File: config.mk
export PLATFORM = sky130hd
export DESIGN_NAME = note_sequencer
export DESIGN_NICKNAME = d
export VERILOG_FILES = /design/src/rtl/note_sequencer.sv
export SDC_FILE = /design/constraint.sdc
export NUM_CORES = 1
export LEC_CHECK = 0
export CORE_MARGIN = 3
export CORE_UTILIZATION = 45
export CTS_CLUSTER_DIAMETER = 40
export DETAILED_ROUTE_END_ITERATION = 7
export GPL_ROUTABILITY_DRIVEN = 0
export HOLD_SLACK_MARGIN = 0.05
export SETUP_SLACK_MARGIN = 0.2
export SKIP_LAST_GASP = 1
export SLEW_MARGIN = 0
export SYNTH_ARGS = -nofsm -noshare
export SYNTH_HDL_FRONTEND = slang
export SYNTH_SLANG_ARGS = --single-unit
File: constraint.sdc
create_clock -name clk -period 2.8 [get_ports clk]
set_clock_uncertainty 0.05 [all_clocks]
set_input_delay 0.56 -clock clk [delete_from_list [all_inputs] [get_ports clk]]
set_output_delay 0.56 -clock clk [all_outputs]
set_load 0.02 [all_outputs]
File: src/rtl/note_sequencer.sv
// note_sequencer: plays a writable table of (divider, duration) notes to a tone generator.
// Optional feature macro NOTE_SEQ_REST_EN: entries with div=0 become silent rests.
module note_sequencer #(
    parameter int WIDTH_COUNTER = 10,
    parameter int DEPTH_LOG2    = 4,
    parameter int BEAT_CYCLES   = 12000
) (
    input  logic                     clk,
    input  logic                     rst,
    input  logic                     wr_en,
    input  logic [DEPTH_LOG2-1:0]    wr_addr,
    input  logic [WIDTH_COUNTER-1:0] wr_div,
    input  logic [3:0]               wr_dur,
    input  logic                     start,
    input  logic                     stop,
    input  logic                     loop,
    input  logic [DEPTH_LOG2-1:0]    last_addr,
    output logic [WIDTH_COUNTER-1:0] div,
    output logic                     gate,
    output logic                     busy,
    output logic [DEPTH_LOG2-1:0]    step,
    output logic                     done
);

    localparam int DEPTH = 1 << DEPTH_LOG2;
    localparam logic [15:0] BEAT_LAST = 16'(BEAT_CYCLES - 1);

    typedef enum logic [1:0] {IDLE, LOAD, PLAY} state_t;

    state_t                    state, state_nxt;
    logic [WIDTH_COUNTER+3:0]  table_mem [DEPTH];
    logic [WIDTH_COUNTER-1:0]  rd_div;
    logic [3:0]                rd_dur;
    logic [15:0]               beat_cnt, beat_cnt_nxt;
    logic [3:0]                beats_left, beats_left_nxt;
    logic [WIDTH_COUNTER-1:0]  div_nxt;
    logic                      gate_nxt, done_nxt, loop_q, loop_nxt;
    logic [DEPTH_LOG2-1:0]     step_nxt, last_q, last_nxt;

    // Table is deliberately left out of reset so a loaded tune survives it.
    always_ff @(posedge clk) begin
        if (wr_en) begin
            table_mem[wr_addr] <= {wr_dur, wr_div};
        end
    end

    assign {rd_dur, rd_div} = table_mem[step];
    assign busy = (state != IDLE);

    always_ff @(posedge clk) begin
        if (rst) begin
            state      <= IDLE;
            div        <= '0;
            gate       <= 1'b0;
            step       <= '0;
            done       <= 1'b0;
            beat_cnt   <= '0;
            beats_left <= '0;
            loop_q     <= 1'b0;
            last_q     <= '0;
        end else begin
            state      <= state_nxt;
            div        <= div_nxt;
            gate       <= gate_nxt;
            step       <= step_nxt;
            done       <= done_nxt;
            beat_cnt   <= beat_cnt_nxt;
            beats_left <= beats_left_nxt;
            loop_q     <= loop_nxt;
            last_q     <= last_nxt;
        end
    end

    always_comb begin
        state_nxt      = state;
        div_nxt        = div;
        gate_nxt       = gate;
        step_nxt       = step;
        done_nxt       = 1'b0;
        beat_cnt_nxt   = beat_cnt;
        beats_left_nxt = beats_left;
        loop_nxt       = loop_q;
        last_nxt       = last_q;

        case (state)
            IDLE: begin
                if (start && !stop) begin
                    step_nxt  = '0;
                    loop_nxt  = loop;
                    last_nxt  = last_addr;
                    state_nxt = LOAD;
                end
            end

            LOAD: begin
                if (stop) begin
                    state_nxt = IDLE;
                    gate_nxt  = 1'b0;
                end else begin
                    state_nxt      = PLAY;
                    beat_cnt_nxt   = '0;
                    beats_left_nxt = rd_dur;
`ifdef NOTE_SEQ_REST_EN
                    if (rd_div != '0) begin
                        div_nxt  = rd_div;
                        gate_nxt = 1'b1;
                    end
`else
                    div_nxt  = rd_div;
                    gate_nxt = 1'b1;
`endif
                end
            end

            PLAY: begin
                // Stop outranks the note-end decision, so an abort never pulses done.
                if (stop) begin
                    state_nxt = IDLE;
                    gate_nxt  = 1'b0;
                end else if (beat_cnt == BEAT_LAST) begin
                    if (beats_left == 4'd0) begin
                        gate_nxt = 1'b0;
                        if (step != last_q) begin
                            step_nxt  = step + 1'b1;
                            state_nxt = LOAD;
                        end else if (loop_q) begin
                            step_nxt  = '0;
                            state_nxt = LOAD;
                        end else begin
                            state_nxt = IDLE;
                            done_nxt  = 1'b1;
                        end
                    end else begin
                        beat_cnt_nxt   = '0;
                        beats_left_nxt = beats_left - 4'd1;
                    end
                end else begin
                    beat_cnt_nxt = beat_cnt + 16'd1;
                end
            end

            default: begin
                state_nxt = IDLE;
                gate_nxt  = 1'b0;
            end
        endcase
    end

endmodule

# After elaboration in Yosys (flattened, before gate mapping)
# Memory sizes are Yosys's and may differ from the RTL's. A register that Yosys moved wholly into a read port is not among the register bits.
# Cells that the tools add are included.
# Widths: inputs -> output; s select.
# op_classes
n_addsub	3
multipliers	0
n_div	0
n_lt_le_gt_ge	0
n_eq_ne	14
n_shift	0
muxes	35
n_bitwise	5
n_reduce_logical	15
# ops
op	n
$mux 16	4
$mux 4	12
$pmux 16 s2	1
$add 16x1->16 const B	1
$eq 16x14->1 const B	1
$pmux 4 s2	2
$ne 2x2->1 const B	6
$ne 3x3->1 const B	4
$mux 2	5
$mux 1	9
$pmux 2 s3	1
$reduce_and 3->1	2
$reduce_and 6->1	1
$reduce_bool 2->1	3
$reduce_or 6->1	1
$not 1->1	5
$reduce_and 5->1	1
$add 4x1->4 const B	1
$logic_not 4->1	1
$ne 4x4->1	1
$reduce_and 2->1	2
$reduce_and 4->1	1
$sub 4x1->4 const B	1
$pmux 1 s3	1
other kinds (5)	5
# totals
register_bits	43
latch_bits	0
ramBits	224
romBits	0
inputBits	28
elab_cells	82
memories	1
# mem_list
name	depth	word_bits	read_ports	rd_ports_with_merged_regs	wr	line	source
table_mem	16	14	1	1	1	31	logic [WIDTH_COUNTER+3:0] table_mem [DEPTH];

# Logic depth before layout (Yosys ltp)
# Gate-level depths: netlist of run 1.
# logic_depth
word_depth	8
ltp_mapped	9
depth_no_buf	7

# Worst setup path before layout of run 1
# OpenSTA, ideal clock, no wires.
# synth_timing
kind	in2reg
startpoint	in wr_addr[2]
endpoint	mem table_mem[0][0] (netlist bit), enable pin
setup_ps	403
t_arrival_ps	2072
required_ps	2347
path_slack_ps	275
cell_stages	2
path_cell_list	or3b_2 > nor3_1
# synth_lines
element	line	source
from (decl)	11	input logic [DEPTH_LOG2-1:0] wr_addr,
to (decl)	31	
# No word-level cell before the write port.

# Worst setup path in the final report of run 1
# layout_timing
startpoint	reg beat_cnt[0]
endpoint	reg beat_cnt[12]
# layout_between
elab_chain_cells	4
word_cells_on_any_way	7
classes_between	add/sub (1); eq/ne (2); mux (3); reduce/logical (1)
# layout_rtl
element	line	source
from (decl)	34	logic [15:0] beat_cnt, beat_cnt_nxt;
from (signal assigned)	67	beat_cnt <= beat_cnt_nxt;
$add 16x1->16 / $eq 16x14->1 (equally long branches)	138, 120	
$mux 16	120	end else if (beat_cnt == BEAT_LAST) begin
$mux 16	117	if (stop) begin
$pmux 16 s2	85	case (state)
# Several ways; a longest one is shown, not always the timed one. The select of a mux whose other input is x is not followed.
# A chain may end at the register's enable or synchronous reset.

==> metrics.cfg, run 1 <==
[yosys]
area_of_the_mapped_netlist_um2 = 10800
synth-warning-count = 0
synth.yosys.seq_area_share = 0.710
synthDistinctLibCells = 55
syn-num-nets = 642
postSynthRegisterBits = 271
synth_edf_count = 224
synthMostInstantiatedCell = sky130_fd_sc_hd__edfxtp_1
synth.area.top_cells = sky130_fd_sc_hd__edfxtp_1 (62%), sky130_fd_sc_hd__mux4_2 (14%), sky130_fd_sc_hd__dfxtp_1 (8.7%)
yosysTopAreaCellShare = 0.623
synthesis.area_per_instance_um2 = 17.7
synth_cells = 611
ys.flop_type = sky130_fd_sc_hd__edfxtp_1
fraction_of_synthesis_flops_using_an_asynchronous_set_or_reset_pin = 0
synth_top_area_cell = sky130_fd_sc_hd__edfxtp_1
synth.top_cells.by_count = sky130_fd_sc_hd__edfxtp_1 (224), sky130_fd_sc_hd__mux4_2 (68), sky130_fd_sc_hd__dfxtp_1 (47)

[worst_setup_path]
critical_path.slowest_cell = sky130_fd_sc_hd__o21ai_1
crit_fanout = 12
critPathTopFamily = compound AO/OA/AOI/OAI gates
worst_ep_required_time_ns = 3.17
crit_arrival_ns = 2.73
critical_path_class = flip-flop to flip-flop
critPathMaxStageDelay_ns = 0.62
cp-end-kind = flip-flop
critical_path_cell_by_cell = ha_1 -> and4bb_1 -> nand4b_2 -> o21ai_1 -> buf_4 -> nand2_1 -> a31oi_1
critical_path.startpoint_type = flip-flop
critical_path.n_buffers_inverters = 1

[clock_network]
htree_num_levels = 2
hold_buffer_count_at_cts = 0
cts_setup_buffers = 0
clock_tree.buffer_depth = 3
clk_latency_ns = 0.50
clock_sink_count = 271
root_cell_of_the_clock_tree = sky130_fd_sc_hd__clkbuf_16
cts_inserted_buffers = 35
register_clock_pin_slew_on_the_reported_worst_setup_and_hold_paths_ns = 0.06
tritoncts = built
cts-resized-gates = 0

[cells_and_area]
layout.cell_area.non_filler_um2 = 13000
design.final.nets = 744
diodes = 0
area_delta_synth_final_pct = 20.8
layout-drive-gt1-share = 0.250

[route]
firstDrtPassIters = 5
post_drt_wl_per_cell_um = 22.4
detail_route.wirelength_um = 23700
detail_route.drc_violations = 0
drtIter0Drc = 557
route.vias.total = 5933
route.detailed.vias_per_inst = 5.61
final_antenna_net_count = 0

[power]
max-vdd-ir-drop_mv = 0.513
powerDensity_nw_per_um2 = 696
static-leakage-power_nw = 4.12
total_power_w = 0.00908

[timing]
report.final.hold_viol_count = 0
grt_setup_unrepaired = no
hold_ws_ns = 0.393
post-route-min-period_ns = 2.36
tns_ns = 0
max_slew.worst_pin.slew_ns = 0.691
final.setup.worst_slack_ns = 0.436
setup_viol = 0
timing_max_transition_violations_final = 0
slew_headroom = 0.536
layout_worst_path_cycle_share = 0.844
fmaxAchievable_ghz = 0.423

[placement]
postPlaceCellArea_um2 = 11900
port-buffer-count = 44
place_worst_setup_slack_ns = 0.371
hpwlAfterDp_um = 15100

[global_routing]
pin_count_of_the_biggest_net_entering_global_routing = 20
first_pass_grt_wire_length_um = 36800
gr-usage-all-layers = 0.187
grt_pass1_vias = 6212
antenna_violations_before_repair = 0
grt_remaining_overflow = 0

[job]
cap_viol_max_count = 0

[floorplan]
std_cell_rows = 56
pin_count = 45
die_h_um = 161
chipWidth_um = 161
fp.coreArea_um2 = 23500
die_area_um2 = 25900
floorplan.initialDensity = 0.459

[worst_hold_path]
hold_path.class = flip-flop to flip-flop

[run_status]
outcome = completed

[worst paths after layout]
path | start | end | slack (ns) | cells past startpoint
max reg2reg | beat_cnt[0] | beat_cnt[12] | 0.44 | 7
max | beat_cnt[0] | beat_cnt[12] | 0.44 | 7
min reg2reg | loop_q | done | 0.39 | 1
min | loop_q | done | 0.39 | 1
[per-stage QoR]
stage               utilization  instances
floorplan                     -        611
global placement          0.505        995
detailed placement        0.505        995
CTS                       0.554       1058
global route              0.554       1058
finish                    0.554       1058
[power by group]
part / switching [W] / internal (W) / leakage [nW]
clock network: 0.00169 / 0.00265 / 0.559
logic: 0.000162 / 0.000109 / 1.16
registers: 0.0000224 / 0.00444 / 2.40
[sequential cells by signal, indices dropped and copies added (netlist names), named ones only]
register and count:
state 2, last_q 4, beats_left 4, div 10, loop_q 1, gate 1
step 4, beat_cnt 16, table_mem 224, done 1
[worst reg2reg max path, stage by stage, from the launching register on]
cell,delay (ns)
sky130_fd_sc_hd__dfxtp_1,0.39
sky130_fd_sc_hd__ha_1,0.27
sky130_fd_sc_hd__and4bb_1,0.25
sky130_fd_sc_hd__nand4b_2,0.21
sky130_fd_sc_hd__o21ai_1,0.63
sky130_fd_sc_hd__buf_4,0.27
sky130_fd_sc_hd__nand2_1,0.06
sky130_fd_sc_hd__a31oi_1,0.16
[kinds of logic after synthesis]
| kind of cell | Yosys count | synth area share |
|---|---|---|
| mux | 78 | 0.151 |
| fa+ha+maj | 3 | 0.00348 |
| simple gates | 134 | 0.0671 |
| buf+inv | 46 | 0.0198 |
| compound gates | 73 | 0.0437 |
| flops | 271 | 0.710 |
| xor+xnor | 6 | 0.00487 |
[cell type report]
type	instances	area, um^2
Fill cell	1886	10500
Tap cell	319	399
Multi-Input combinational cell	294	2940
Clock buffer	41	951
Timing Repair Buffer	90	798
Clock inverter	22	206
Sequential cell	271	7670
Inverter	21	78.8
[placed cells by master, fill, tap and decap left out, types with 5 or more instances in the layout]
cell                              synthesis  final
sky130_fd_sc_hd__clkbuf_16                0     37
sky130_fd_sc_hd__o21ai_1                 20     20
sky130_fd_sc_hd__clkinv_2                 0      5
sky130_fd_sc_hd__nand3_1                 13     13
sky130_fd_sc_hd__mux2i_1                  9      9
sky130_fd_sc_hd__o32ai_1                  5      5
sky130_fd_sc_hd__nand2_1                 28     28
sky130_fd_sc_hd__o211ai_1                 5      5
sky130_fd_sc_hd__o31ai_1                  6      6
sky130_fd_sc_hd__nor4_1                   5      5
sky130_fd_sc_hd__edfxtp_1               224    224
sky130_fd_sc_hd__or4_1                    8      8
sky130_fd_sc_hd__nor3_1                   9      5
sky130_fd_sc_hd__nor2_1                  31     31
sky130_fd_sc_hd__dfxtp_1                 47     45
sky130_fd_sc_hd__mux4_2                  68     68
sky130_fd_sc_hd__clkinv_1                10     13
sky130_fd_sc_hd__a21oi_1                 16     16
sky130_fd_sc_hd__inv_1                   11     11
sky130_fd_sc_hd__nand2b_1                10     10
sky130_fd_sc_hd__clkdlybuf4s50_1          0     44
sky130_fd_sc_hd__a31oi_1                  6      6
sky130_fd_sc_hd__or3_1                   10     10
sky130_fd_sc_hd__buf_4                    1     45
[routing by layer]
metal / track usage / vias to the layer above / wire, um
li1: - / 2684 / -
met1: 0.251 / 3047 / 10200
met2: 0.315 / 166 / 11900
met3: 0.0330 / 36 / 1200
met4: 0.0555 / 0 / 466
met5: 0 / - / 0
(Power assumes the default switching activity.)
==> inputs of run 2 (changes only) <==
- clock period: 2.8 -> 2.1 ns (I/O delays scaled with it)
==> run 2 against run 1 <==
Critical path depth decreased by 2. Non-clock buffer count grew 45. Sequential share of layout area is 3.8 points lower. Cell area increased by 7.1%. Power increased by 36%. Sequential power increased by 33%. Worst hold slack worse by 0.00098 ns. Final cell count grew 4.3%. Critical endpoint is now beats_left[1].
==> metrics.cfg, run 2 (synthesized netlist as in run 1, its figures left out) <==
[global_routing]
first_pass_grt_wire_length_um = 36900  ; +0.28%
gr-usage-all-layers = 0.186  ; -0.000648
pin_count_of_the_biggest_net_entering_global_routing = 17  ; -15%
antenna_violations_before_repair = 0  ; unchanged
grt_pass1_vias = 6468  ; +4.1%
grt_remaining_overflow = 0  ; unchanged

[cells_and_area]
design.final.nets = 789  ; +6.0%
multiInputGateArea_um2 = 3120  ; +6.1%
layout-drive-gt1-share = 0.341  ; +0.0911
top_register = table_mem
largest_register_ffs = 224  ; unchanged
final_common_cell = sky130_fd_sc_hd__edfxtp_1
largest_registers = table_mem x224, beat_cnt x16, div x10
fillCellCount = 1787  ; -5.2%
layout.area.seq_um2 = 7680  ; +0.15%
layout.cell_area.non_filler_um2 = 14000  ; +7.1%
layout.core_utilization = 0.594  ; +0.0395
mostFrequentLayoutCells = sky130_fd_sc_hd__edfxtp_1 (224), sky130_fd_sc_hd__mux4_2 (68), sky130_fd_sc_hd__buf_4 (58), sky130_fd_sc_hd__dfxtp_1 (40), sky130_fd_sc_hd__clkbuf_16 (36)
diodes = 0  ; unchanged
area_delta_synth_final_pct = 29.4

[worst_setup_path]
crit_fanout = 7  ; -5
timing.reg2reg.setup_slack_ns = 0.06  ; -0.38 ns
worst_ep_required_time_ns = 2.43  ; -0.74 ns
crit_arrival_ns = 2.37  ; -0.36 ns
critical_path_cell_by_cell = buf_12 -> mux4_2 -> mux4_2 -> a211oi_2 -> a211oi_2
critical_path_class = flip-flop to flip-flop
critPathMaxStageDelay_ns = 0.53  ; -0.09 ns
critical_path.slowest_cell = sky130_fd_sc_hd__mux4_2
cp-end-kind = flip-flop
critical_path.startpoint_type = flip-flop

[power]
max-vdd-ir-drop_mv = 0.588  ; +15%
total_power_w = 0.0123  ; +36%
static-leakage-power_nw = 4.59  ; +11%
powerDensity_nw_per_um2 = 883  ; +27%

[floorplan]
die_h_um = 161  ; unchanged
std_cell_rows = 56  ; unchanged
floorplan.initialDensity = 0.459  ; unchanged
die_area_um2 = 25900  ; unchanged
fp.coreArea_um2 = 23500  ; unchanged
chipWidth_um = 161  ; unchanged
pin_count = 45  ; unchanged

[clock_network]
htree_num_levels = 2  ; unchanged
clk_latency_ns = 0.52  ; +0.02 ns
root_cell_of_the_clock_tree = sky130_fd_sc_hd__clkbuf_16
tritoncts = built
clock_tree.buffer_depth = 3  ; unchanged
clock_sink_count = 271  ; unchanged
cts_inserted_buffers = 35  ; unchanged
register_clock_pin_slew_on_the_reported_worst_setup_and_hold_paths_ns = 0.06  ; about the same

[timing]
tns_ns = 0  ; unchanged
post-route-min-period_ns = 2.04  ; -0.325 ns
grt_setup_unrepaired = yes
report.final.hold_viol_count = 0  ; unchanged
slew_headroom = 0.609  ; +0.0728
setup_viol = 0  ; unchanged
fmaxAchievable_ghz = 0.490  ; +16%
timing_max_transition_violations_final = 0  ; unchanged
max_slew.worst_pin.slew_ns = 0.584  ; -0.106 ns
layout_worst_path_cycle_share = 0.971  ; +0.127

[placement]
hpwlAfterDp_um = 15000  ; -0.81%
port-buffer-count = 44  ; unchanged
postPlaceCellArea_um2 = 12300  ; +3.3%

[worst_hold_path]
hold_path_startpoint = loop_q
hold_path.class = flip-flop to flip-flop

[route]
final_antenna_net_count = 0  ; unchanged
route.vias.total = 6214  ; +4.7%
detail_route.drc_violations = 0  ; unchanged
firstDrtPassIters = 7  ; +2
route.detailed.vias_per_inst = 5.63  ; +0.37%
detail_route.wirelength_um = 23800  ; +0.72%
drtIter0Drc = 560  ; +0.54%
post_drt_wl_per_cell_um = 21.6  ; -3.5%

[job]
cap_viol_max_count = 0  ; unchanged

[run_status]
outcome = completed

-- run 2: changes by cell type in the layout (fill, tap and decap cells not counted), moves of 4 or more --
cell                              change
sky130_fd_sc_hd__buf_12              +22
sky130_fd_sc_hd__clkdlybuf4s50_1     -16
sky130_fd_sc_hd__buf_16               +4
sky130_fd_sc_hd__dlygate4sd2_1       +15
sky130_fd_sc_hd__o21ai_2              +6
sky130_fd_sc_hd__dfxtp_1              -5
sky130_fd_sc_hd__o21ai_1              -6
sky130_fd_sc_hd__inv_6                +5
sky130_fd_sc_hd__a211oi_1             -4
sky130_fd_sc_hd__buf_4               +13
sky130_fd_sc_hd__clkinv_1             -7
sky130_fd_sc_hd__buf_6                +6
-- run 2: path summary, 6_finish.rpt --
check                           depth (start not counted)            end
worst max-delay path                                    5  beats_left[1]
worst min-delay path                                    1           done
worst max register to register                          5  beats_left[1]
worst min register to register                          1           done
-- run 2: routing by layer --
layer	wire, um	global-route usage	vias up
met5	0	0	-
met1	10100	0.247	3198
met3	1130	0.0387	50
li1	-	-	2786
met2	12100	0.317	180
met4	562	0.0493	0
-- run 2: final cells by class --
class / instances / area share
flip-flops and latches: 271 / 0.550
multi-input cells: 294 / 0.223
repair buffers: 135 / 0.107
clock buffers: 42 / 0.0668
well taps: 319 / 0.0286
clock inverters: 22 / 0.0187
inverters: 21 / 0.00573
-- run 2: stage by stage --
stage / hold slack, ns / instances / setup WS (ns)
after detailed placement: 0.388 / 1019 / -0.196
after global placement: 0.391 / 1019 / -0.0821
after CTS: 0.395 / 1094 / 0.0323
after floorplan: 0.360 / 611 / 0.0816
final: 0.392 / 1104 / 0.0607
after global routing: 0.409 / 1104 / 0.00325
-- run 2: repair_timing --
item                       CTS  global route
setup buffers                8             9
setup endpoints to repair   49            38
hold buffers                 0             0
gates cloned                 3             1
pin swaps                    4             5
gates resized for setup     42            43
-- run 2: power by group --
group,internal (W),leakage [nW],switching [W]
clock,0.00364,0.572,0.00234
combinational,0.000183,1.61,0.000235
sequential,0.00592,2.41,0.0000287
total,0.00974,4.59,0.00260
-- run 2: critical path, delay by kind of cell (launching register included) --
family | cells | cell delay (ns)
AO/OA/AOI/OAI | 2 | 0.30
buffers and inverters | 1 | 0.16
flip-flops | 1 | 0.37
multiplexers | 2 | 1.03
==> inputs of run 3 (changes only) <==
- CORE_UTILIZATION: 45 -> 50
- PLACE_DENSITY: unset -> 0.7
==> run 3 against run 2 <==
Combinational power about the same. Worst hold slack gained 0.0025 ns. Global-route usage up 1.8 points. Critical endpoint is now beats_left[0]. Utilization rose by 6.0 points. Sequential cell count stayed put. Critical path type unchanged.
==> metrics.cfg, run 3 (synthesized netlist as in run 1, its figures left out) <==
[timing]
report.final.hold_viol_count = 0  ; unchanged
timing_max_transition_violations_final = 0  ; unchanged
max_slew.worst_pin.slew_ns = 0.594  ; +0.00940 ns
final.setup.worst_slack_ns = 0.0944  ; +0.0337 ns
slew_headroom = 0.603  ; -0.00628
layout_worst_path_cycle_share = 0.955  ; -0.0160
fmaxAchievable_ghz = 0.499  ; +1.7%
post-route-min-period_ns = 2.01  ; -0.0337 ns
setup_viol = 0  ; unchanged
tns_ns = 0  ; unchanged
grt_setup_unrepaired = yes

[cells_and_area]
largest_register_ffs = 224  ; unchanged
diodes = 0  ; unchanged
final_common_cell = sky130_fd_sc_hd__edfxtp_1
area_delta_synth_final_pct = 28.1
largest_registers = table_mem x224, beat_cnt x16, div x10
fillCellCount = 1404  ; -21%
design.final.nets = 791  ; +0.25%
layout-drive-gt1-share = 0.340  ; -0.00171
layout.cell_area.non_filler_um2 = 13800  ; -1.0%
top_register = table_mem
mostFrequentLayoutCells = sky130_fd_sc_hd__edfxtp_1 (224), sky130_fd_sc_hd__buf_4 (72), sky130_fd_sc_hd__mux4_2 (68), sky130_fd_sc_hd__dfxtp_1 (40), sky130_fd_sc_hd__clkbuf_16 (38)

[worst_setup_path]
critical_path.startpoint_type = flip-flop
timing.critical_path.mode_cell = sky130_fd_sc_hd__mux4_2
critical_path_class = flip-flop to flip-flop
critPathMaxStageDelay_ns = 0.53  ; about the same
crit_fanout = 12  ; +5
critPathTopFamily = multiplexers
crit_arrival_ns = 2.34  ; -0.03 ns
cp-end-kind = flip-flop
critical_path_cell_by_cell = buf_12 -> buf_16 -> mux4_2 -> mux4_2 -> clkinv_1 -> o22ai_1
worst_ep_required_time_ns = 2.43  ; about the same
critical_path.n_buffers_inverters = 3  ; +2
critical_path.slowest_cell = sky130_fd_sc_hd__mux4_2

[job]
cap_viol_max_count = 0  ; unchanged

[placement]
hpwlAfterDp_um = 14900  ; -0.27%
port-buffer-count = 44  ; unchanged
postPlaceCellArea_um2 = 12300  ; about the same
place_worst_setup_slack_ns = -0.162  ; +0.0332 ns

[global_routing]
first_pass_grt_wire_length_um = 36800  ; -0.39%
pin_count_of_the_biggest_net_entering_global_routing = 27  ; +10
grt_remaining_overflow = 0  ; unchanged
grt_pass1_vias = 6489  ; +0.32%
antenna_violations_before_repair = 0  ; unchanged
gr-usage-all-layers = 0.204  ; +0.0182

[clock_network]
clock_sink_count = 271  ; unchanged
clock_tree.buffer_depth = 3  ; unchanged
tritoncts = built
root_cell_of_the_clock_tree = sky130_fd_sc_hd__clkbuf_16
cts_inserted_buffers = 37  ; +5.7%
htree_num_levels = 2  ; unchanged
clk_latency_ns = 0.53  ; about the same
register_clock_pin_slew_on_the_reported_worst_setup_and_hold_paths_ns = 0.06  ; about the same

[run_status]
outcome = completed

[power]
total_power_w = 0.0128  ; +3.5%
max-vdd-ir-drop_mv = 0.801  ; +36%
static-leakage-power_nw = 4.59  ; about the same
powerDensity_nw_per_um2 = 924  ; +4.6%

[route]
post_drt_wl_per_cell_um = 22.6  ; +4.8%
detail_route.wirelength_um = 24000  ; +0.69%
firstDrtPassIters = 4  ; -3
route.vias.total = 6203  ; -0.18%
detail_route.drc_violations = 0  ; unchanged
final_antenna_net_count = 0  ; unchanged
route.detailed.vias_per_inst = 5.85  ; +3.9%
drtIter0Drc = 473  ; -16%

[floorplan]
floorplan.initialDensity = 0.511  ; +0.0518
chipWidth_um = 153  ; -4.9%
fp.coreArea_um2 = 21200  ; -10%
die_h_um = 153  ; -4.9%
pin_count = 45  ; unchanged
std_cell_rows = 53  ; -5.4%
die_area_um2 = 23400  ; -9.6%

[worst_hold_path]
hold_path.class = flip-flop to flip-flop
hold_path_startpoint = div[1]

## run 3: report_power, final
part	internal (W)	switching [W]	total [W]
Clock	0.00400	0.00241	0.00641
Combinational	0.000179	0.000237	0.000416
Sequential	0.00592	0.0000319	0.00595
## run 3: timing repair
action | CTS | global route
endpoints found under the setup margin | 51 | 39
gates resized for setup | 28 | 42
pin swaps | 3 | 6
hold buffers | 0 | 0
cloned | 0 | 1
setup buffers | 2 | 6
## run 3: through the flow
stage	instances	utilization	hold WS, ns
2_1_floorplan	611	-	0.360
3_3_place_gp	987	0.580	0.386
3_5_place_dp	987	0.580	0.391
4_1_cts	1054	0.643	0.397
5_1_grt	1061	0.654	0.425
6_report	1061	0.654	0.394
## run 3: final cells by class
| type | instances | area [um^2] | area share |
|---|---|---|---|
| clock buffer | 39 | 955 | 0.0690 |
| clock inverter | 26 | 333 | 0.0241 |
| inverter | 21 | 78.8 | 0.00570 |
| multi-input combinational | 295 | 3140 | 0.227 |
| sequential | 271 | 7680 | 0.555 |
| tap | 275 | 344 | 0.0249 |
| timing repair buffer | 134 | 1300 | 0.0939 |
## run 3: layer usage
metal / GRT usage / up-vias / share of wire
met5: 0 / - / 0
met4: 0.0632 / 0 / 0.022
met3: 0.0357 / 41 / 0.048
met2: 0.348 / 189 / 0.52
met1: 0.273 / 3191 / 0.41
li1: - / 2782 / -
## run 3: worst paths after layout
check | to | slack [ns] | cells after the start
setup / recovery | beats_left[0] | 0.09 | 6
hold reg to reg | div[1] | 0.39 | 2
setup reg to reg | beats_left[0] | 0.09 | 6
hold / removal | div[1] | 0.39 | 2
## run 3: worst min-delay path, delay by kind of cell, from the launching register on
| family | cells | cell delay [ns] |
|---|---|---|
| and+or+nand+nor | 1 | 0.05 |
| DFF | 1 | 0.31 |
| AOI/OAI and AO/OA | 1 | 0.05 |
